==> src/rtl/ac_motor_dead_time_n.sv <==
// N-leg dead-time generator: complementary gate drives, abortable dead interval, safe start, sticky fault.
// Optional minimum on-time hold is compiled in with AC_MOTOR_DEAD_TIME_MIN_ON_EN.
module ac_motor_dead_time_n #(
    parameter int CHANNELS = 3,
    parameter int DELAY_W  = 8,
    parameter int MIN_ON   = 4
) (
    input  logic                clk,
    input  logic                rst_n,
    input  logic                enable,
    input  logic [DELAY_W-1:0]  delay,
    input  logic [CHANNELS-1:0] s,
    output logic [CHANNELS-1:0] high,
    output logic [CHANNELS-1:0] low,
    output logic                fault
);

    localparam logic [2:0] S_OFF = 3'd0;
    localparam logic [2:0] S_HIGH_ON = 3'd1;
    localparam logic [2:0] S_DEAD_TO_LOW = 3'd2;
    localparam logic [2:0] S_LOW_ON = 3'd3;
    localparam logic [2:0] S_DEAD_TO_HIGH = 3'd4;

    logic [2:0]          r_state    [CHANNELS];
    logic [DELAY_W-1:0]  r_cnt      [CHANNELS];
    logic [CHANNELS-1:0] r_from_off;
    logic [CHANNELS-1:0] r_high;
    logic [CHANNELS-1:0] r_low;
    logic                r_fault;

    logic [2:0]          w_nstate   [CHANNELS];
    logic [DELAY_W-1:0]  w_ncnt     [CHANNELS];
    logic [CHANNELS-1:0] w_nfrom_off;
    logic [CHANNELS-1:0] w_nhigh;
    logic [CHANNELS-1:0] w_nlow;
    logic [CHANNELS-1:0] w_hold_ok;
    logic [DELAY_W-1:0]  w_dead;
    logic                w_fault_now;
    logic                w_force_off;

`ifdef AC_MOTOR_DEAD_TIME_MIN_ON_EN
    localparam int HOLD_W = (MIN_ON > 1) ? $clog2(MIN_ON) : 1;
    localparam logic [HOLD_W-1:0] HOLD_INIT = HOLD_W'((MIN_ON > 1) ? MIN_ON - 1 : 0);
    logic [HOLD_W-1:0] r_hold  [CHANNELS];
    logic [HOLD_W-1:0] w_nhold [CHANNELS];
`endif

    assign w_dead      = (delay == '0) ? DELAY_W'(1) : delay;
    assign w_fault_now = |(r_high & r_low);
    assign w_force_off = !enable || r_fault || w_fault_now;

    always_comb begin
        for (int i = 0; i < CHANNELS; i++) begin
            w_nstate[i]    = r_state[i];
            w_ncnt[i]      = r_cnt[i];
            w_nfrom_off[i] = r_from_off[i];
`ifdef AC_MOTOR_DEAD_TIME_MIN_ON_EN
            w_nhold[i]     = r_hold[i];
            w_hold_ok[i]   = (r_hold[i] == '0);
`else
            w_hold_ok[i]   = 1'b1;
`endif
            case (r_state[i])
                S_OFF: if (enable) begin
                    w_nstate[i]    = s[i] ? S_DEAD_TO_HIGH : S_DEAD_TO_LOW;
                    w_ncnt[i]      = w_dead;
                    w_nfrom_off[i] = 1'b1;
                end
                S_HIGH_ON: if (!s[i] && w_hold_ok[i]) begin
                    w_nstate[i]    = S_DEAD_TO_LOW;
                    w_ncnt[i]      = w_dead;
                    w_nfrom_off[i] = 1'b0;
                end
                S_LOW_ON: if (s[i] && w_hold_ok[i]) begin
                    w_nstate[i]    = S_DEAD_TO_HIGH;
                    w_ncnt[i]      = w_dead;
                    w_nfrom_off[i] = 1'b0;
                end
                // A reversal after safe start restarts the count: the other switch may have been off for an unknown time.
                S_DEAD_TO_LOW: begin
                    if (s[i]) begin
                        w_nstate[i] = r_from_off[i] ? S_DEAD_TO_HIGH : S_HIGH_ON;
                        w_ncnt[i]   = w_dead;
                    end else if (r_cnt[i] <= DELAY_W'(1)) begin
                        w_nstate[i] = S_LOW_ON;
                    end else begin
                        w_ncnt[i]   = r_cnt[i] - DELAY_W'(1);
                    end
                end
                S_DEAD_TO_HIGH: begin
                    if (!s[i]) begin
                        w_nstate[i] = r_from_off[i] ? S_DEAD_TO_LOW : S_LOW_ON;
                        w_ncnt[i]   = w_dead;
                    end else if (r_cnt[i] <= DELAY_W'(1)) begin
                        w_nstate[i] = S_HIGH_ON;
                    end else begin
                        w_ncnt[i]   = r_cnt[i] - DELAY_W'(1);
                    end
                end
                default: w_nstate[i] = S_OFF;
            endcase
`ifdef AC_MOTOR_DEAD_TIME_MIN_ON_EN
            if ((w_nstate[i] == S_HIGH_ON || w_nstate[i] == S_LOW_ON) && w_nstate[i] != r_state[i])
                w_nhold[i] = HOLD_INIT;
            else if (r_hold[i] != '0)
                w_nhold[i] = r_hold[i] - HOLD_W'(1);
`endif
            if (w_force_off) begin
                w_nstate[i]    = S_OFF;
                w_ncnt[i]      = '0;
                w_nfrom_off[i] = 1'b0;
`ifdef AC_MOTOR_DEAD_TIME_MIN_ON_EN
                w_nhold[i]     = '0;
`endif
            end
            w_nhigh[i] = (w_nstate[i] == S_HIGH_ON);
            w_nlow[i]  = (w_nstate[i] == S_LOW_ON);
        end
    end

    always_ff @(posedge clk) begin
        if (!rst_n) begin
            for (int i = 0; i < CHANNELS; i++) begin
                r_state[i] <= S_OFF;
                r_cnt[i]   <= '0;
`ifdef AC_MOTOR_DEAD_TIME_MIN_ON_EN
                r_hold[i]  <= '0;
`endif
            end
            r_from_off <= '0;
            r_high     <= '0;
            r_low      <= '0;
            r_fault    <= 1'b0;
        end else begin
            for (int i = 0; i < CHANNELS; i++) begin
                r_state[i] <= w_nstate[i];
                r_cnt[i]   <= w_ncnt[i];
`ifdef AC_MOTOR_DEAD_TIME_MIN_ON_EN
                r_hold[i]  <= w_nhold[i];
`endif
            end
            r_from_off <= w_nfrom_off;
            r_high     <= w_nhigh;
            r_low      <= w_nlow;
            r_fault    <= r_fault | w_fault_now;
        end
    end

    assign high  = r_high;
    assign low   = r_low;
    assign fault = r_fault;

endmodule

==> config.mk <==
export PLATFORM = sky130hd
export DESIGN_NAME = ac_motor_dead_time_n
export DESIGN_NICKNAME = d
export VERILOG_FILES = /design/src/rtl/ac_motor_dead_time_n.sv
export SDC_FILE = /design/constraint.sdc
export NUM_CORES = 1
export LEC_CHECK = 0
export ABC_AREA = 1
export CORE_MARGIN = 10
export CORE_UTILIZATION = 53
export DETAILED_ROUTE_END_ITERATION = 7
export GPL_ROUTABILITY_DRIVEN = 0
export PLACE_DENSITY = 0.76
export SLEW_MARGIN = 10
export SYNTH_ARGS = -nofsm -noshare
export SYNTH_HDL_FRONTEND = slang
export SYNTH_SLANG_ARGS = --single-unit
==> constraint.sdc <==
create_clock -name clk -period 1.4 [get_ports clk]
set_input_delay 0.35 -clock clk [delete_from_list [all_inputs] [get_ports clk]]
set_output_delay 0.35 -clock clk [all_outputs]
set_load 0.02 [all_outputs]
==> results.toml, run 1 <==
[placement]
place_area_um2 = 3460
place_hpwl_um = 5510
post-place-ws_ps = -496
numPortBuffers = 20

[pwr]
power.share.clock = 0.293
power.static_leakage_nw = 2.03
intPower_w = 0.00237
power.combinational.fraction = 0.333
switching_power_w = 0.00125
p_per_area_nw_per_um2 = 869
switching_share = 0.345
power.share.sequential = 0.374
peakVddDrop_mv = 0.711

[sta]
worstMarginPinSlew_ps = 328
relSlewSlack = 0.780
max_freq_mhz = 654
final-max-slew-violation-count = 0
number_of_hold_slack_violations_in_the_final_timing_report = 0
grt_setup_unrepaired = "yes"
post-route-period-util = 1.09
layout_setup_ws_ps = -129
min_period_ps = 1530
worst_hold_slack_ps = 511
clock_skew_ps = 7.46
final.setup.tns_ps = -1310
final_setup_violation_count = 30

[synthesis]
share_of_the_synthesized_area_in_the_top_cell_type = 0.307
yosys-top-cells-area = "sky130_fd_sc_hd__dfxtp_1 (31%), sky130_fd_sc_hd__nand2_1 (15%), sky130_fd_sc_hd__inv_1 (8.2%), sky130_fd_sc_hd__nor2_1 (7.9%), sky130_fd_sc_hd__nand3_1 (6.3%)"
synth_edf_count = 0
count_of_yosys_warnings_during_synthesis = 0
synth_fa_ha_area_frac = 0.0268
most_used_flip_flop_cell_after_synthesis = "sky130_fd_sc_hd__dfxtp_1"
synth_cell_types = 33
post_synthesis_sequential_area_ratio = 0.307
syn-num-nets = 462
post_synthesis_mux_area_share = 0
asyncSetResetFlopFracSynth = 0
synth-xor-area-share = 0.0313
post_synth_instance_area_um2 = 2800
post-synth-top-count-cell = "sky130_fd_sc_hd__nand2_1"
netlist_top_cells_count = "sky130_fd_sc_hd__nand2_1 (109), sky130_fd_sc_hd__inv_1 (61), sky130_fd_sc_hd__nor2_1 (59), sky130_fd_sc_hd__dfxtp_1 (43), sky130_fd_sc_hd__nand3_1 (35)"
syn_avg_cell_area_um2 = 6.34
synth_largest_area_cell = "sky130_fd_sc_hd__dfxtp_1"
synth_cells = 442
synth-simple-area-share = 0.390
synth_compound_gate_area_share = 0.130
yosys_register_bits = 43
dominant_combinational_cell_family_by_area_after_synthesis = "simple AND/OR/NAND/NOR gates"

[grt]
grt_pass1_vias = 3036
gr-max-usage-layer = "met2"
global_route.usage.total = 0.179
globalRouteMet3Util = 0.0404
globalRouteOverflowTotal = 0
grt_antenna_before_repair = 0
groute.layer.met2.usage = 0.316
pin_count_of_the_biggest_net_entering_global_routing = 16
use_met1 = 0.199
grt_first_pass_wirelength_um = 12900

[min_path]
min_delay_path_depth = 2
worst_hold_path_type = "register to register"

[routing]
wirelength_um = 10700
routed-via-count = 3532
drt-wirelength-per-cell_um = 17.6
remaining_drc_errors = 0
drt.antenna.violating_nets = 0
drt-pass1-iter-count = 5
drt-vias-per-instance = 5.82
number_of_drc_markers_after_the_initial_detailed_route_iteration = 272

[clock_network]
tritoncts = "built"
cts.hold.buffers_added = 0
cts_htree_levels = 2
clkSlewWorstSetupHoldPaths_ps = 90
tritoncts_sinks = 43
clock_latency_reported_for_the_late_side_of_the_worst_skew_pair_ps = 310
numCtsBuffers = 5
clock_path_buffers = 2
clockRootBuffer = "sky130_fd_sc_hd__clkbuf_8"

[layout]
register_area_um2 = 895
post-route-cell-area_um2 = 4160
final_layout_size_suffix_gt1_frac = 0.412
multiInputGateArea_um2 = 1990
flow.area_growth_from_synthesis_pct = 48.6
final_stage_net_count = 556
finalCoreUtilization = 0.815
n_antenna_cell = 0
num-fill-cells = 320

[worst_setup_path]
critical-path-top-cell-by-count = "sky130_fd_sc_hd__nor2_1"
crit_path_end_kind = "register"
cp_delay_by_family_top = "simple AND/OR/NAND/NOR gates"
cp_cell_sequence = "buf_4 > nor3_2 > buf_4 > nand3_1 > nand2_1 > nand2_1 > nor2_1 > nor2_1 > nor2_1"
max_stage_delay_ps = 380
timing.critical_path.depth = 9
register_to_register_path_depth = 9
timing.setup.critical_path_class = "register to register"
maximum_net_fanout_on_the_critical_path = 4
critPathBufInv = 2
critPathArrivalTime_ps = 1780
crit_required_ps = 1650
cp-start-kind = "register"
cp_slowest_cell = "sky130_fd_sc_hd__dfxtp_4"

[floorplanning]
floorplan.die.width_um = 92.7
chipHeight_um = 92.7
coreArea_um2 = 5110
initial_core_util = 0.549
floorplan.die_area_um2 = 8590
boundaryPins = 21
fp-row-count = 26

[outcome]
status = "finished with violations"
violations_in_the_final_reports = "negative setup slack"

[job]
maxCapViolations = 0
-- power groups by stage --
stage          Clock, W  Combinational, W  Sequential, W
3_5_place_dp          0          0.000853        0.00136
6_report        0.00106           0.00121        0.00135
5_1_grt         0.00108           0.00129        0.00136
4_1_cts         0.00104          0.000910        0.00133
2_1_floorplan         0          0.000540        0.00135
3_3_place_gp          0          0.000832        0.00136
-- kinds of logic (layout without fill, tap and decap cells) --
| logic type | count (synthesis) | after routing |
|---|---|---|
| AOI/OAI and AO/OA | 64 | 64 |
| xor gates and xnor gates | 10 | 10 |
| adders and majority gates | 6 | 6 |
| buffers and inverters | 76 | 170 |
| DFF | 43 | 43 |
| and+or+nand+nor | 243 | 244 |
-- per-stage QoR --
step                      cells  total power, W
after floorplan             442         0.00189
after global placement      580         0.00219
after detailed placement    580         0.00221
after CTS                   594         0.00329
after global routing        607         0.00373
final                       607         0.00362
-- layer usage --
| layer | vias to the layer above | share of wire |
|---|---|---|
| met4 | 0 | 0.067 |
| met3 | 90 | 0.085 |
| met1 | 1603 | 0.36 |
| met2 | 226 | 0.49 |
| met5 | - | 0 |
| li1 | 1613 | - |
-- layout by cell type (no fill, tap or decap), drive strengths merged, types with 7 or more instances in the layout --
cell	instances
a21oi	25
clkbuf	7
clkdlybuf4s50	9
nand2	114
xor2	8
nand4	13
nor2	69
o21ai	24
buf	71
dlygate4sd2	9
inv	68
dfxtp	43
nand3	37
-- worst min-delay path, stage by stage (launching register included) --
cell and delay (ps):
sky130_fd_sc_hd__dfxtp_1 340, sky130_fd_sc_hd__nand2_1 70, sky130_fd_sc_hd__a21oi_1 60
-- registers in the layout, summed over array words and instances, names as in the netlist --
register,cells
fault,1
high,3
low,3
r_cnt,24
r_from_off,3
r_state,9
-- what timing repair did --
| action | CTS | global route |
|---|---|---|
| resized for setup | 30 | 138 |
| setup buffers | 5 | 11 |
| endpoints found under the setup margin | 40 | 39 |
| gates cloned | 1 | 2 |
| pin swaps | 5 | 38 |
-- cell type report --
| cell class | count | area share |
|---|---|---|
| repair inverters | 1 | 0.00120 |
| well taps | 70 | 0.0210 |
| clock inverters | 2 | 0.00841 |
| multi-input cells | 324 | 0.477 |
| clock buffers | 6 | 0.0198 |
| flip-flops and latches | 43 | 0.215 |
| repair buffers | 92 | 0.188 |
| inverters | 69 | 0.0688 |
-- path summary, 6_finish.rpt --
path / startpoint / end / slack (ps)
hold reg to reg: r_cnt[0][13] / r_cnt[0][13] / 510
hold / removal: r_cnt[0][13] / r_cnt[0][13] / 510
setup reg to reg: r_cnt[0][0] / r_cnt[0][5] / -130
setup / recovery: r_cnt[0][0] / r_cnt[0][5] / -130
Note: power is estimated with default switching activity, not from simulation.
==> inputs of run 2 (changes only) <==
Settings changed: CORE_ASPECT_RATIO from default to 0.9.
==> run 2 against run 1 <==
- the flow still finishes with violations (negative setup slack)
- sequential share of layout area is 0.20 points lower
- routed wire length is 11% lower
- design area is 1.6% higher
- first-iteration DRC count is 6.6% lower
- utilization hardly changed
- cell count stayed put
- count of clock-buffer cells in the layout is 2 higher
- largest cell class unchanged
==> results.toml, run 2 (synthesized netlist as in run 1, its figures left out) <==
[layout]
biggestRegsByFlops = "r_cnt x24, r_state x9"
final_stage_net_count = 559
mostFrequentLayoutCells = "sky130_fd_sc_hd__nand2_1 (85), sky130_fd_sc_hd__buf_4 (68), sky130_fd_sc_hd__nor2_1 (47), sky130_fd_sc_hd__inv_1 (46), sky130_fd_sc_hd__dfxtp_1 (27)"
post-route-cell-area_um2 = 4230
flow.area_growth_from_synthesis_pct = 51.0
final_layout_size_suffix_gt1_frac = 0.398
max_ffs_per_register = 24
leading_cell_type_in_the_layout_fill_and_taps_excluded = "sky130_fd_sc_hd__nand2_1"
regMostFlops = "r_cnt"
n_antenna_cell = 0

[sta]
min_period_ps = 1510
layout_setup_ws_ps = -110
grt_setup_unrepaired = "yes"
post-route-period-util = 1.08
final-max-slew-violation-count = 0
number_of_hold_slack_violations_in_the_final_timing_report = 0
relSlewSlack = 0.774
clock_skew_ps = 10.5
worstMarginPinSlew_ps = 337
final_setup_violation_count = 19
max_freq_mhz = 662

[clock_network]
clock_latency_reported_for_the_late_side_of_the_worst_skew_pair_ps = 300
clkSlewWorstSetupHoldPaths_ps = 90
tritoncts = "built"
clock_path_buffers = 2
numCtsBuffers = 5
clockRootBuffer = "sky130_fd_sc_hd__clkbuf_8"
cts_htree_levels = 2
tritoncts_sinks = 43
cts.hold.buffers_added = 0

[worst_setup_path]
cp-start-kind = "register"
reg2reg_to = "r_cnt[0][20]"
cp_slowest_cell = "sky130_fd_sc_hd__dfxtp_1"
crit_required_ps = 1640
timing.critical_path.depth = 9
critPathArrivalTime_ps = 1750
max_stage_delay_ps = 310
timing.setup.critical_path_class = "register to register"
crit_path_end_kind = "register"
critPathBufInv = 2
cp_cell_sequence = "nand2_1 > nand3_2 > nor2_4 > nand2_2 > nor2_4 > inv_6 > a21oi_1 > nand2_1 > inv_1"
maximum_net_fanout_on_the_critical_path = 14
register_to_register_path_depth = 9
cp_delay_by_family_top = "simple AND/OR/NAND/NOR gates"
r2r_setup_slack_ps = -110
worst_flop_to_flop_path_startpoint = "high[0]"

[floorplanning]
floorplan.die_area_um2 = 8600
fp-row-count = 25
floorplan.die.width_um = 96.6
initial_core_util = 0.540
boundaryPins = 21
coreArea_um2 = 5190
chipHeight_um = 89.0

[routing]
drt-vias-per-instance = 5.57
number_of_drc_markers_after_the_initial_detailed_route_iteration = 254
drt.antenna.violating_nets = 0
drt-wirelength-per-cell_um = 15.7
remaining_drc_errors = 0
drt-pass1-iter-count = 7
routed-via-count = 3379
wirelength_um = 9550

[grt]
global_route.usage.total = 0.174
grt_first_pass_wirelength_um = 12800
use_met1 = 0.196
pin_count_of_the_biggest_net_entering_global_routing = 16
gr-max-usage-layer = "met2"
grt_pass1_vias = 2927
groute.layer.met2.usage = 0.325
grt_antenna_before_repair = 0
globalRouteOverflowTotal = 0
globalRouteMet3Util = 0.0286

[placement]
numPortBuffers = 20
place_hpwl_um = 5750
place_area_um2 = 3460

[pwr]
peakVddDrop_mv = 0.593
total_power_w = 0.00344
power.static_leakage_nw = 2.09
p_per_area_nw_per_um2 = 812

[outcome]
violations_in_the_final_reports = "negative setup slack"
status = "finished with violations"

[min_path]
hold_wc_startpoint = "r_from_off[1]"
min_delay_path_depth = 2
worst_hold_path_type = "register to register"
holdPathEnd = "r_from_off[1]"

[job]
maxCapViolations = 0
[run 2: cell types whose count changed in the layout (fill, tap and decap cells not counted), sizes merged]
cell           delta
buf               +4
bufinv            -1
clkbuf            +2
clkdlybuf4s50     -5
clkinv            -3
clkinvlp          +1
dlymetal6s2s      +5
[run 2: what timing repair did]
item	4_1_cts	5_1_grt
endpoints found under the hold margin	0	0
setup endpoints to repair	42	38
pin swaps	8	52
gates resized for setup	37	142
setup buffers	3	18
cloned	1	1
[run 2: where the power goes]
part / internal [W] / switching (W) / total, W
sequential: 0.00127 / 0.0000748 / 0.00135
combinational: 0.000532 / 0.000665 / 0.00120
clock: 0.000451 / 0.000439 / 0.000891
total: 0.00226 / 0.00118 / 0.00344
[run 2: worst max-delay path by stage]
| stage | start | end | slack, ps |
|---|---|---|---|
| finish | high[0] | r_cnt[0][20] | -110 |
| CTS | r_cnt[0][17] | r_cnt[0][18] | 0.8 |
| detailed placement | s[0] | r_cnt[0][4] | -430 |
| global route | high[0] | r_cnt[0][20] | -150 |
| floorplan | r_cnt[0][16] | r_cnt[0][17] | 5 |
| global placement | s[0] | r_cnt[0][6] | -400 |
[run 2: per-stage QoR]
step	utilization	hold WS [ps]	setup WS (ps)	setup TNS, ps	instances
6_report	0.815	499	-110	-434	607
5_1_grt	0.815	520	-154	-2750	607
4_1_cts	0.703	491	0.846	0	590
3_5_place_dp	0.667	488	-427	-14020	578
3_3_place_gp	0.667	475	-399	-12710	578
2_1_floorplan	-	450	4.51	0	442
[run 2: worst register-to-register path: cells and delay by family (launching register included)]
kind | cells | cell delay, ps
buf+inv | 2 | 200
compound gates | 1 | 170
simple gates | 6 | 770
flops | 1 | 310
[run 2: layer usage]
layer  vias to the layer above  routed length, µm
met2                       149               4910
met1                      1575               3790
met3                        40                518
met4                         0                325
met5                         -                  0
li1                       1615                  -
[run 2: area by class of cell]
type                            instances  area, µm²
Fill cell                             303        961
Multi-Input combinational cell        324       2030
Clock buffer                            8        100
Sequential cell                        43        901
Timing Repair Buffer                   96        827
Tap cell                               67       83.8
Inverter                               69        290
